`config.mk`:
```
export PLATFORM = sky130hd
export DESIGN_NAME = pwm_multi_flat
export DESIGN_NICKNAME = d
export VERILOG_FILES = /design/src/rtl/pwm_multi_pkg.sv /design/src/rtl/pwm_multi_if.sv /design/src/rtl/pwm_multi_channel.sv /design/src/rtl/pwm_multi.sv /design/src/flat_wrapper.sv
export SDC_FILE = /design/constraint.sdc
export NUM_CORES = 1
export LEC_CHECK = 0
export ABC_AREA = 0
export CORE_MARGIN = 2
export CORE_UTILIZATION = 39
export DETAILED_ROUTE_END_ITERATION = 7
export PLACE_DENSITY = 0.69
export SYNTH_ARGS = -nofsm -noshare
export SYNTH_HDL_FRONTEND = slang
export SYNTH_HIERARCHICAL = 1
export SYNTH_SLANG_ARGS = --single-unit
```
`constraint.sdc`:
```
create_clock -name clk -period 1.55 [get_ports clk]
set_input_delay 0.465 -clock clk [delete_from_list [all_inputs] [get_ports clk]]
set_output_delay 0.465 -clock clk [all_outputs]
set_load 0.02 [all_outputs]
```
`src/rtl/pwm_multi_pkg.sv`:
```
// Shared types and helpers for the multi-channel PWM generator.
// Imported by the top, the per-channel slice and the testbench.
package pwm_pkg;

  typedef enum logic {PWM_EDGE, PWM_CENTER} pwm_mode_e;

  typedef enum logic {DIR_UP, DIR_DOWN} pwm_dir_e;

  // Phase offset of channel idx when channels are spread evenly over one period.
  function automatic int stagger_offset(int width, int channels, int idx);
    return idx * ((1 << width) / channels);
  endfunction

endpackage

```
`src/rtl/pwm_multi_if.sv`:
```
// Global control bundle (synchronous reset and sleep) shared by LED-controller blocks.
interface global_if;
  logic reset;
  logic sleep;

  modport master (output reset, output sleep);
  modport slave  (input reset, input sleep);
endinterface

```
`src/rtl/pwm_multi_channel.sv`:
```
// One PWM output: shadow/active duty pair, phase adder, boundary detect and
// registered compare against the shared period counter.
module pwm_channel
  import pwm_pkg::*;
#(
  parameter int        WIDTH  = 8,
  parameter int        OFFSET = 0,
  parameter pwm_mode_e MODE   = PWM_EDGE
) (
  input  logic             clk,
  input  logic             reset,
  input  logic             sleep,
  input  logic [WIDTH-1:0] cnt,
  input  pwm_dir_e         dir,
  input  logic             wr,
  input  logic [WIDTH-1:0] wr_duty,
  output logic             out
);

  localparam logic [WIDTH-1:0] OFF = WIDTH'(OFFSET);
  localparam logic [WIDTH-1:0] MAX = {WIDTH{1'b1}};
  localparam logic [WIDTH-1:0] ONE = WIDTH'(1);

  logic [WIDTH-1:0] shadow;
  logic [WIDTH-1:0] active;
  logic [WIDTH-1:0] pc;
  logic             boundary;
  logic             hit;

  // On the way down the compare is shifted by one so that the top and bottom
  // halves each contribute exactly d high cycles (2*d per center period).
  always_comb begin
    pc       = cnt + OFF;
    boundary = 1'b0;
    hit      = 1'b0;
    if (MODE == PWM_EDGE) begin
      boundary = (pc == MAX);
      hit      = (pc < active);
    end else begin
      boundary = (dir == DIR_DOWN) && (cnt == ONE);
      hit      = (dir == DIR_UP) ? (pc < active) : (pc <= active);
    end
  end

  always_ff @(posedge clk) begin
    if (reset) begin
      shadow <= '0;
      active <= '0;
      out    <= 1'b0;
    end else begin
      if (wr) begin
        shadow <= wr_duty;
      end
      if (sleep) begin
        out <= 1'b0;
      end else begin
        out <= hit;
        if (boundary) begin
          active <= shadow;
        end
      end
    end
  end

endmodule

```
`src/rtl/pwm_multi.sv`:
```
// Multi-channel PWM generator: one shared edge- or center-aligned counter,
// per-channel duty slices and a period-start strobe for fade/sequencer logic.
module pwm_multi
  import pwm_pkg::*;
#(
  parameter int        WIDTH    = 8,
  parameter int        CHANNELS = 4,
  parameter pwm_mode_e MODE     = PWM_EDGE,
  parameter int        STAGGER  = 1,
  localparam int       CH_W     = (CHANNELS > 1) ? $clog2(CHANNELS) : 1
) (
  input  logic                clk,
  global_if.slave             glb,
  input  logic                wr_en,
  input  logic [CH_W-1:0]     wr_ch,
  input  logic [WIDTH-1:0]    wr_duty,
  output logic [CHANNELS-1:0] pwm_out,
  output logic                period_start
);

  localparam logic [WIDTH-1:0] MAX = {WIDTH{1'b1}};
  localparam logic [WIDTH-1:0] ONE = WIDTH'(1);

  logic [WIDTH-1:0]    cnt;
  pwm_dir_e            dir;
  logic [CHANNELS-1:0] wr_sel;

  // Direction flips as the endpoint is reached, so the MAX cycle counts as
  // "down" and the 0 cycle as "up": both halves are exactly MAX cycles long.
  always_ff @(posedge clk) begin
    if (glb.reset) begin
      cnt <= '0;
      dir <= DIR_UP;
    end else if (!glb.sleep) begin
      if (MODE == PWM_EDGE) begin
        cnt <= cnt + 1'b1;
        dir <= DIR_UP;
      end else if (dir == DIR_UP) begin
        cnt <= cnt + 1'b1;
        if (cnt == MAX - 1'b1) begin
          dir <= DIR_DOWN;
        end
      end else begin
        cnt <= cnt - 1'b1;
        if (cnt == ONE) begin
          dir <= DIR_UP;
        end
      end
    end
  end

  always_ff @(posedge clk) begin
    if (glb.reset) begin
      period_start <= 1'b0;
    end else begin
      period_start <= !glb.sleep && (cnt == '0);
    end
  end

  always_comb begin
    wr_sel = '0;
    for (int i = 0; i < CHANNELS; i++) begin
      wr_sel[i] = wr_en && (int'(wr_ch) == i);
    end
  end

  for (genvar i = 0; i < CHANNELS; i++) begin : g_ch
    pwm_channel #(
      .WIDTH  (WIDTH),
      .OFFSET ((MODE == PWM_EDGE && STAGGER != 0) ? stagger_offset(WIDTH, CHANNELS, i) : 0),
      .MODE   (MODE)
    ) u_ch (
      .clk     (clk),
      .reset   (glb.reset),
      .sleep   (glb.sleep),
      .cnt     (cnt),
      .dir     (dir),
      .wr      (wr_sel[i]),
      .wr_duty (wr_duty),
      .out     (pwm_out[i])
    );
  end

endmodule

```
`src/flat_wrapper.sv`:
```
// flat-port wrapper written by rule: the top's interface ports become plain ports
module pwm_multi_flat import pwm_pkg::*;
#(
  parameter int        WIDTH    = 8,
  parameter int        CHANNELS = 4,
  parameter pwm_mode_e MODE     = PWM_EDGE,
  parameter int        STAGGER  = 1,
  localparam int       CH_W     = (CHANNELS > 1) ? $clog2(CHANNELS) : 1
)
  (clk, wr_en, wr_ch, wr_duty, pwm_out, period_start, glb_reset, glb_sleep);
  global_if glb_i ();
  input  logic clk;
  input  logic wr_en;
  input  logic [CH_W-1:0] wr_ch;
  input  logic [WIDTH-1:0] wr_duty;
  output logic [CHANNELS-1:0] pwm_out;
  output logic period_start;
  input wire logic [$bits(glb_i.reset)-1:0] glb_reset;
  input wire logic [$bits(glb_i.sleep)-1:0] glb_sleep;
  assign glb_i.reset = glb_reset;
  assign glb_i.sleep = glb_sleep;
  pwm_multi #(.WIDTH(WIDTH), .CHANNELS(CHANNELS), .MODE(MODE), .STAGGER(STAGGER)) u_core (.clk(clk), .glb(glb_i), .wr_en(wr_en), .wr_ch(wr_ch), .wr_duty(wr_duty), .pwm_out(pwm_out), .period_start(period_start));
endmodule
```
==> results of run 1 <==
==> worst max path at each step <==
stage,startpoint,cells past startpoint,endpoint,slack (ns)
after CTS,u_core/g_ch[2].u_ch/out,1,pwm_out[2],0.01
after global placement,glb_sleep,5,u_core/g_ch[0].u_ch/active[4],-0.45
after floorplan,u_core/cnt[3],3,u_core/g_ch[2].u_ch/active[0],0.04
after global routing,u_core/cnt[6],7,u_core/g_ch[1].u_ch/out,-0.05
after detailed placement,glb_sleep,5,u_core/g_ch[0].u_ch/active[0],-0.55
final,u_core/g_ch[2].u_ch/out,1,pwm_out[2],0.05
==> through the flow <==
| stage | TNS [ns] | area [sq um] |
|---|---|---|
| after floorplan | 0 | 4030 |
| after global placement | -20.65 | 4570 |
| after detailed placement | -22.70 | 4570 |
| after CTS | 0 | 4780 |
| final | 0 | 4800 |
| after global routing | -0.0541 | 4800 |
==> final cells by class <==
type                       instances  area share, %
timing repair buffer              49           9.04
sequential                        77           32.5
tap                              136           3.54
clock buffer                       9           2.58
inverter                          36           2.81
multi-input combinational        285           47.7
clock inverter                     6           1.85
==> repair_timing <==
item / 4_1_cts / 5_1_grt
hold buffers: 0 / 0
resized for setup: 9 / 11
pin swaps: 0 / 2
endpoints found under the setup margin: 34 / 14
==> power by group through the flow <==
stage               clock, mW  sequential, mW  combinational (mW)
floorplan                   0            2.09               0.168
global placement            0            2.10               0.304
detailed placement          0            2.10               0.312
CTS                      1.69            2.05               0.309
global route             1.76            2.05               0.339
finish                   1.65            2.04               0.310
==> per-layer routing <==
metal	track usage, %	part of all wire [%]
met5	0	0
met4	4.51	0.86
met3	3.03	2.1
met2	25.3	47
met1	21.0	50
==> sequential cells by signal, summed over array words and instances, names as in the netlist <==
register	cells
u_core/cnt	8
u_core/g_ch.u_ch/active	32
u_core/g_ch.u_ch/out	4
u_core/g_ch.u_ch/shadow	32
u_core/period_start	1
==> results.tsv, run 1 <==
stage	metric	value	unit
power	switching power	0.936	mW
die	Die W	106	microns
sta	fin crit period	1.50	ns
sta	skew final	0.00475	ns
setup_path	crit-path max cell delay	0.35	ns
cts	Worst-Skew Late Latency	0.34	ns
cts	Clock Tree Buf Depth	2	
setup_path	CP max stage cell	dfxtp_1	
placed_design	gpl congestion	0.795	
power	internal power	3.06	mW
placed_design	pre-CTS setup slack	-0.549	ns
finish	register area	1560	sq um
setup_path	CP Cell Sequence	dlygate4sd2_1	
routing	Avg WL per Cell	14.0	microns
grt	total grt overflow	0	
routing	DRC viols	0	
finish	leading cell type in the layout, fill and taps excluded	dfxtp_1	
synth	Syn Std Cell Area	4030	sq um
die	core area	10200	sq um
synth	Syn Nets	458	
synth	Syn Inst Count	412	
finish	fillers	969	
cts	clock sink count	77	
setup_path	CP Capture Type	output pin	
placed_design	post-DP HPWL	6210	microns
power	Sw Share	23.4	%
sta	Least-Margin Pin Slew	0.358	ns
sta	Slew Viols, Final	0	
routing	Starting DRT DRC Count	106	
sta	Setup-failing EPs final	0	
setup_path	WS Path Type	flip-flop to output pin	
finish	ratio of cells with drive above 1 in the final layout	14.9	%
setup_path	CP arrival	1.04	ns
job	Max-Cap Viols	0	
routing	Routed Antenna Nets	0	
power	Pwr Density	833	nW/um^2
grt	antenna violations before repair	0	
grt	vias in the first global route	2816	
synth	Ys Warns	6	
sta	worst hold margin	0.413	ns
routing	TritonRoute pass-1 iters	4	
grt	global-route wire length before repair	13800	microns
setup_path	Buf+Inv Stages, Crit Path	1	
cts	Post-CTS Setup Repair Bufs	0	
finish	most frequent cells in the layout	70 x dfxtp_1, 65 x mux2i_1, 48 x nand2b_1	
power	Comb pwr share	7.7	%
die	# IOs	19	
setup_path	startpoint types	flip-flop	
sta	Max Clock Freq	666	MHz
finish	number of diodes	0	
cts	CTS Root Cell	clkbuf_8	
placed_design	Port Buffer Count	18	
min_path	Hold Path Class	input pin to flip-flop	
sta	period utilization	96.8	%
die	DIE AREA	11200	sq um
grt	gr usage total	15.6	%
setup_path	critical path required time	1.08	ns
cts	CTS tree	built	
sta	Hold Violations, Final	0	
setup_path	RR Startpoint	u_core/cnt[6]	
sta	Worst Slack Setup Final	0.0496	ns
finish	Layout Nets	504	
cts	CTS Buf Count	9	
finish	Finished Layout Cells	598	
die	row count	37	
grt	largest net degree at the start of global routing	85	
routing	Vias	2845	
setup_path	CP Max Fanout	1	
min_path	Hold Startpoint	glb_sleep	
cts	htree depth	3	
setup_path	reg2reg setup slack	0.06	ns
sta	unrepaired setup endpoints after global routing	true	
placed_design	Inst Count DP	583	
die	Initial Util	39.5	%
min_path	Hold Crit Endpoint	u_core/period_start	
finish	final core utilization	47.1	%
setup_path	Worst R2R Path Depth	7	
finish	Layout area overhead	19.3	%
power	worst vdd ir	423	uV
finish	area occupied by multi-input gates	2290	sq um
power	Pwr Total	4.00	mW
die	die height	106	microns
setup_path	CP delay by family, top	flip-flops	
sta	max_slew headroom	75.9	%
synth	Mean Syn Cell Area	9.77	sq um
routing	Vias/cell	4.76	
min_path	hold path depth	2	
status	status	completed	
setup_path	Reg2Reg Capture Point	u_core/g_ch[1].u_ch/out	
power	Clock power frac	41.2	%
power	Seq pwr share	51.1	%
power	leak pwr	1.86	nW
cts	Worst-path clk slew	0.08	ns
routing	Total Wirelength	8400	microns
Note: power is estimated with default switching activity, not from simulation.
==> run 2: changes to the inputs <==
--- a/config.mk
+++ b/config.mk
@@ -7,9 +7,9 @@
 export LEC_CHECK = 0
 export ABC_AREA = 0
 export CORE_MARGIN = 2
-export CORE_UTILIZATION = 39
+export CORE_UTILIZATION = 54
 export DETAILED_ROUTE_END_ITERATION = 7
-export PLACE_DENSITY = 0.69
+export PLACE_DENSITY = 0.86
 export SYNTH_ARGS = -nofsm -noshare
 export SYNTH_HDL_FRONTEND = slang
 export SYNTH_HIERARCHICAL = 1
==> run 2 against run 1 <==
Against the previous run: clock skew rose by 0.0011 ns; critical endpoint is now u_core/g_ch[1].u_ch/out; wire length rose by 0.46%; via count rose by 4.0%; count of clock-buffer cells in the layout is 2 higher; combinational power fell by 2%; largest cell class unchanged; die area down 27%; hold slack improved by 0.065 ns; maximum frequency decreased by 0.85%; final cell count is 7.4% lower.
==> results.tsv, run 2 (same netlist as run 1, synthesis figures left out) <==
stage	metric	value	unit
cts	Worst-Skew Late Latency	0.34	ns
power	switching power	0.917	mW
cts	Clock Tree Buf Depth	2	
sta	max_slew headroom	78.0	%
grt	antenna violations before repair	0	
setup_path	CP max stage cell	dfxtp_4	
cts	# hold bufs at CTS	0	
grt	total grt overflow	0	
routing	highest routed layer	met4	
routing	Routed Antenna Nets	0	
setup_path	worst setup path endpoint	u_core/g_ch[1].u_ch/out	
setup_path	CP arrival	1.73	ns
setup_path	CP Capture Type	flip-flop	
sta	skew final	0.00582	ns
status	status	completed	
cts	Worst-path clk slew	0.08	ns
placed_design	post-DP HPWL	6110	microns
setup_path	Worst R2R Path Depth	7	
power	Pwr Total	3.67	mW
power	Clock power frac	35.8	%
sta	fin crit period	1.51	ns
power	Comb pwr share	8.3	%
routing	Total Wirelength	8440	microns
setup_path	Buf+Inv Stages, Crit Path	2	
cts	CTS tree	built	
routing	DRC viols	0	
sta	period utilization	97.6	%
placed_design	gpl congestion	0.813	
die	Initial Util	55.5	%
setup_path	crit-path max cell delay	0.37	ns
setup_path	CP delay by family, top	adder cells	
sta	unrepaired setup endpoints after global routing	true	
setup_path	WS Path Type	flip-flop to flip-flop	
setup_path	Most Frequent Cell on Critical Path	ha_4	
finish	ratio of cells with drive above 1 in the final layout	13.6	%
routing	met3 routed WL	330	microns
die	die height	90.4	microns
routing	Starting DRT DRC Count	146	
setup_path	RR Startpoint	u_core/cnt[7]	
setup_path	CP Depth	7	
routing	Vias	2960	
finish	number of diodes	0	
sta	worst hold margin	0.478	ns
sta	Setup TNS	0	ns
cts	clock sink count	77	
finish	Layout area overhead	16.4	%
routing	Vias/cell	5.34	
finish	Layout Nets	496	
routing	Detail Route met2 WL	3990	microns
cts	CTS Root Cell	clkbuf_8	
min_path	Hold Path Class	flip-flop to flip-flop	
cts	CTS Buf Count	9	
die	Die W	90.4	microns
die	core area	7250	sq um
sta	Max Clock Freq	661	MHz
grt	global-route wire length before repair	14400	microns
sta	Hold Violations, Final	0	
setup_path	crit path from	u_core/cnt[7]	
setup_path	Reg2Reg Capture Point	u_core/g_ch[1].u_ch/out	
routing	TritonRoute pass-1 iters	7	
grt	vias in the first global route	3025	
placed_design	pre-CTS setup slack	-0.472	ns
setup_path	startpoint types	flip-flop	
finish	Top Registers	u_core/g_ch.u_ch/active x32, u_core/g_ch.u_ch/shadow x32, u_core/cnt x8	
die	# IOs	19	
power	Seq pwr share	55.9	%
power	internal power	2.75	mW
routing	Avg WL per Cell	15.2	microns
power	Sw Share	25.0	%
setup_path	CP Max Fanout	5	
job	Max-Cap Viols	0	
finish	fillers	574	
die	DIE AREA	8160	sq um
power	worst vdd ir	679	uV
routing	DRT met1 WL	3890	microns
power	leak pwr	1.80	nW
sta	Least-Margin Pin Slew	0.327	ns
sta	Setup-failing EPs final	0	
setup_path	critical path required time	1.77	ns
setup_path	reg2reg setup slack	0.04	ns
grt	gr usage total	21.9	%
finish	most frequent cells in the layout	70 x dfxtp_1, 65 x mux2i_1, 48 x nand2b_1	
grt	largest net degree at the start of global routing	94	
sta	Worst Slack Setup Final	0.0367	ns
finish	leading cell type in the layout, fill and taps excluded	dfxtp_1	
sta	Slew Viols, Final	0	
die	row count	31	
setup_path	CP Cell Sequence	buf_6 > ha_4 > inv_1 > ha_4 > nand4_1 > nor2_1 > a21oi_2	
power	Pwr Density	782	nW/um^2
cts	htree depth	3	
placed_design	Port Buffer Count	18	
## run 2: power by group through the flow
stage | clock network (mW) | logic [mW] | registers, mW
after floorplan | 0 | 0.168 | 2.09
after detailed placement | 0 | 0.300 | 2.10
after CTS | 1.34 | 0.299 | 2.05
after global placement | 0 | 0.287 | 2.10
final | 1.31 | 0.304 | 2.05
after global routing | 1.44 | 0.332 | 2.05
## run 2: metrics by stage
stage	cell area (sq um)	util, %	cells
detailed placement	4460	61.5	537
CTS	4630	63.9	554
finish	4690	64.6	554
global placement	4460	61.5	537
global route	4690	64.6	554
floorplan	4030	-	412
## run 2: worst register-to-register path: stages (launching register included)
cell and delay (ns):
dfxtp_4 0.37, buf_6 0.13, ha_4 0.25, inv_1 0.05, ha_4 0.27, nand4_1 0.09, nor2_1 0.16, a21oi_2 0.08
## run 2: what timing repair did
| action | CTS | global route |
|---|---|---|
| pin swaps | 1 | 5 |
| gates resized for setup | 12 | 12 |
| endpoints found under the setup margin | 34 | 13 |
| hold endpoints to repair | 0 | 0 |
| buffers inserted | 1 | 0 |
## run 2: final cells by class
class,instances,area (sq um),area share [%]
Inverter,36,135,2.88
Timing Repair Buffer,41,382,8.14
Tap cell,99,124,2.64
Clock inverter,5,37.5,0.801
Clock buffer,11,131,2.80
Multi-Input combinational cell,285,2320,49.5
Sequential cell,77,1560,33.2
## run 2: how the worst min path moves through the flow
stage	startpoint	end	slack (ns)	depth (start not counted)
finish	u_core/g_ch[1].u_ch/active[1]	u_core/g_ch[1].u_ch/active[1]	0.48	2
global route	u_core/g_ch[2].u_ch/active[3]	u_core/g_ch[2].u_ch/active[3]	0.49	2
CTS	u_core/g_ch[1].u_ch/active[4]	u_core/g_ch[1].u_ch/active[4]	0.48	2
detailed placement	u_core/g_ch[2].u_ch/active[7]	u_core/g_ch[2].u_ch/active[7]	0.46	2
global placement	u_core/g_ch[1].u_ch/active[0]	u_core/g_ch[1].u_ch/active[0]	0.46	2
floorplan	u_core/g_ch[1].u_ch/active[0]	u_core/g_ch[1].u_ch/active[0]	0.44	2
## run 2: layer usage
layer,vias to the layer above,track usage [%]
met1,1375,27.9
met3,31,4.51
met4,0,8.08
met5,-,0
li1,1463,-
met2,91,36.7
==> run 3: changes to the inputs <==
--- a/config.mk
+++ b/config.mk
@@ -7,9 +7,11 @@
 export LEC_CHECK = 0
 export ABC_AREA = 0
 export CORE_MARGIN = 2
-export CORE_UTILIZATION = 54
+export CORE_UTILIZATION = 55
+export CTS_BUF_LIST = sky130_fd_sc_hd__clkbuf_4
 export DETAILED_ROUTE_END_ITERATION = 7
-export PLACE_DENSITY = 0.86
+export MAX_ROUTING_LAYER = met4
+export PLACE_DENSITY = 0.88
 export SYNTH_ARGS = -nofsm -noshare
 export SYNTH_HDL_FRONTEND = slang
 export SYNTH_HIERARCHICAL = 1
==> run 3 against run 2 <==
Against the previous run: non-clock buffer count grew 2; clock power down 5%; via count decreased by 1.6%; first-iteration DRC count up 14%; final cell count rose by 0.36%; critical path type is now flip-flop to output pin; largest cell class unchanged; largest power group unchanged.
==> results.tsv, run 3 (same netlist as run 1, synthesis figures left out) <==
stage	metric	value	unit
cts	CTS Root Cell	clkbuf_4	
routing	TritonRoute pass-1 iters	4	
sta	worst hold margin	0.479	ns
sta	Max Clock Freq	664	MHz
power	Clock power frac	34.5	%
setup_path	Buf+Inv Stages, Crit Path	1	
setup_path	CP Depth	1	
setup_path	CP Max Fanout	1	
die	row count	31	
sta	Setup TNS	0	ns
power	leak pwr	1.79	nW
finish	Layout Nets	498	
setup_path	CP arrival	1.04	ns
power	Pwr Density	769	nW/um^2
placed_design	Inst Count DP	540	
cts	# hold bufs at CTS	0	
grt	vias in the first global route	2827	
finish	Top Registers	u_core/g_ch.u_ch/active x32, u_core/g_ch.u_ch/shadow x32, u_core/cnt x8	
sta	Least-Margin Pin Slew	0.309	ns
placed_design	post-DP HPWL	6010	microns
grt	global-route wire length before repair	13000	microns
routing	DRC viols	0	
finish	Finished Layout Cells	556	
routing	Starting DRT DRC Count	167	
die	Die W	89.6	microns
cts	Clock Tree Buf Depth	2	
grt	total grt overflow	0	
cts	CTS Buf Count	9	
min_path	hold path depth	2	
routing	Total Wirelength	8130	microns
die	die height	89.6	microns
setup_path	WS Path Type	flip-flop to output pin	
routing	Vias	2914	
setup_path	Worst R2R Path Depth	4	
job	Max-Cap Viols	0	
power	switching power	0.895	mW
cts	htree depth	3	
setup_path	crit-path max cell delay	0.35	ns
status	status	completed	
routing	Routed Antenna Nets	0	
die	DIE AREA	8020	sq um
sta	skew final	0.00488	ns
grt	largest net degree at the start of global routing	65	
sta	max_slew headroom	78.9	%
routing	Avg WL per Cell	14.6	microns
finish	Layout area overhead	16.3	%
sta	Hold Violations, Final	0	
setup_path	CP max stage cell	dfxtp_1	
power	Pwr Total	3.60	mW
routing	Vias/cell	5.24	
finish	number of diodes	0	
grt	antenna violations before repair	0	
min_path	Hold Path Class	flip-flop to flip-flop	
finish	ratio of cells with drive above 1 in the final layout	15.1	%
sta	period utilization	97.2	%
setup_path	CP delay by family, top	flip-flops	
placed_design	Port Buffer Count	18	
setup_path	startpoint types	flip-flop	
die	Initial Util	56.1	%
power	internal power	2.70	mW
setup_path	CP Capture Type	output pin	
cts	Worst-path clk slew	0.12	ns
placed_design	gpl congestion	0.890	
power	Sw Share	24.9	%
power	Seq pwr share	56.7	%
cts	clock sink count	77	
power	worst vdd ir	412	uV
die	# IOs	19	
finish	most frequent cells in the layout	70 x dfxtp_1, 65 x mux2i_1, 48 x nand2b_1	
cts	CTS tree	built	
sta	fin crit period	1.51	ns
cts	Worst-Skew Late Latency	0.42	ns
sta	Setup-failing EPs final	0	
setup_path	CP Cell Sequence	clkdlybuf4s15_2	
sta	Slew Viols, Final	0	
setup_path	critical path required time	1.08	ns
grt	gr usage total	21.8	%
die	core area	7180	sq um
finish	leading cell type in the layout, fill and taps excluded	dfxtp_1	
power	Comb pwr share	8.7	%
run 3: metal layers:
layer	vias to the layer above	track usage, %	part of all wire, %
li1	1464	-	-
met4	0	10.2	2.2
met1	1391	26.9	47
met3	14	3.51	2.6
met5	-	-	0
met2	45	34.6	48
run 3: power groups by stage:
stage	clock network [mW]	registers [mW]	logic [mW]
floorplan	0	2.09	0.168
global placement	0	2.09	0.305
detailed placement	0	2.09	0.314
CTS	1.27	2.05	0.312
global route	1.34	2.05	0.339
finish	1.24	2.04	0.315
run 3: final cells by class:
class                           instances  area, sq um
Clock buffer                           11         82.6
Clock inverter                          5         60.1
Fill cell                             542         2490
Inverter                               36          135
Multi-Input combinational cell        285         2320
Sequential cell                        77         1560
Tap cell                               99          124
Timing Repair Buffer                   43          400
run 3: worst paths after layout:
kind                                  from                            end  slack, ns
max reg2reg                  u_core/cnt[0]                  u_core/cnt[6]       0.07
min reg2reg  u_core/g_ch[1].u_ch/active[0]  u_core/g_ch[1].u_ch/active[0]       0.48
max                u_core/g_ch[2].u_ch/out                     pwm_out[2]       0.04
min          u_core/g_ch[1].u_ch/active[0]  u_core/g_ch[1].u_ch/active[0]       0.48
run 3: through the flow:
step           area, sq um  util, %  setup slack, ns
2_1_floorplan         4030        -           0.0427
3_3_place_gp          4480     62.5           -0.451
3_5_place_dp          4480     62.5           -0.492
5_1_grt               4680     65.2          -0.0250
6_report              4680     65.2           0.0435
4_1_cts               4620     64.4          0.00268
run 3: what timing repair did:
item | in CTS | in global routing
setup buffers | 0 | 0
resized for setup | 12 | 19
hold endpoints to repair | 0 | 0
setup endpoints to repair | 23 | 14
pin swaps | 0 | 3
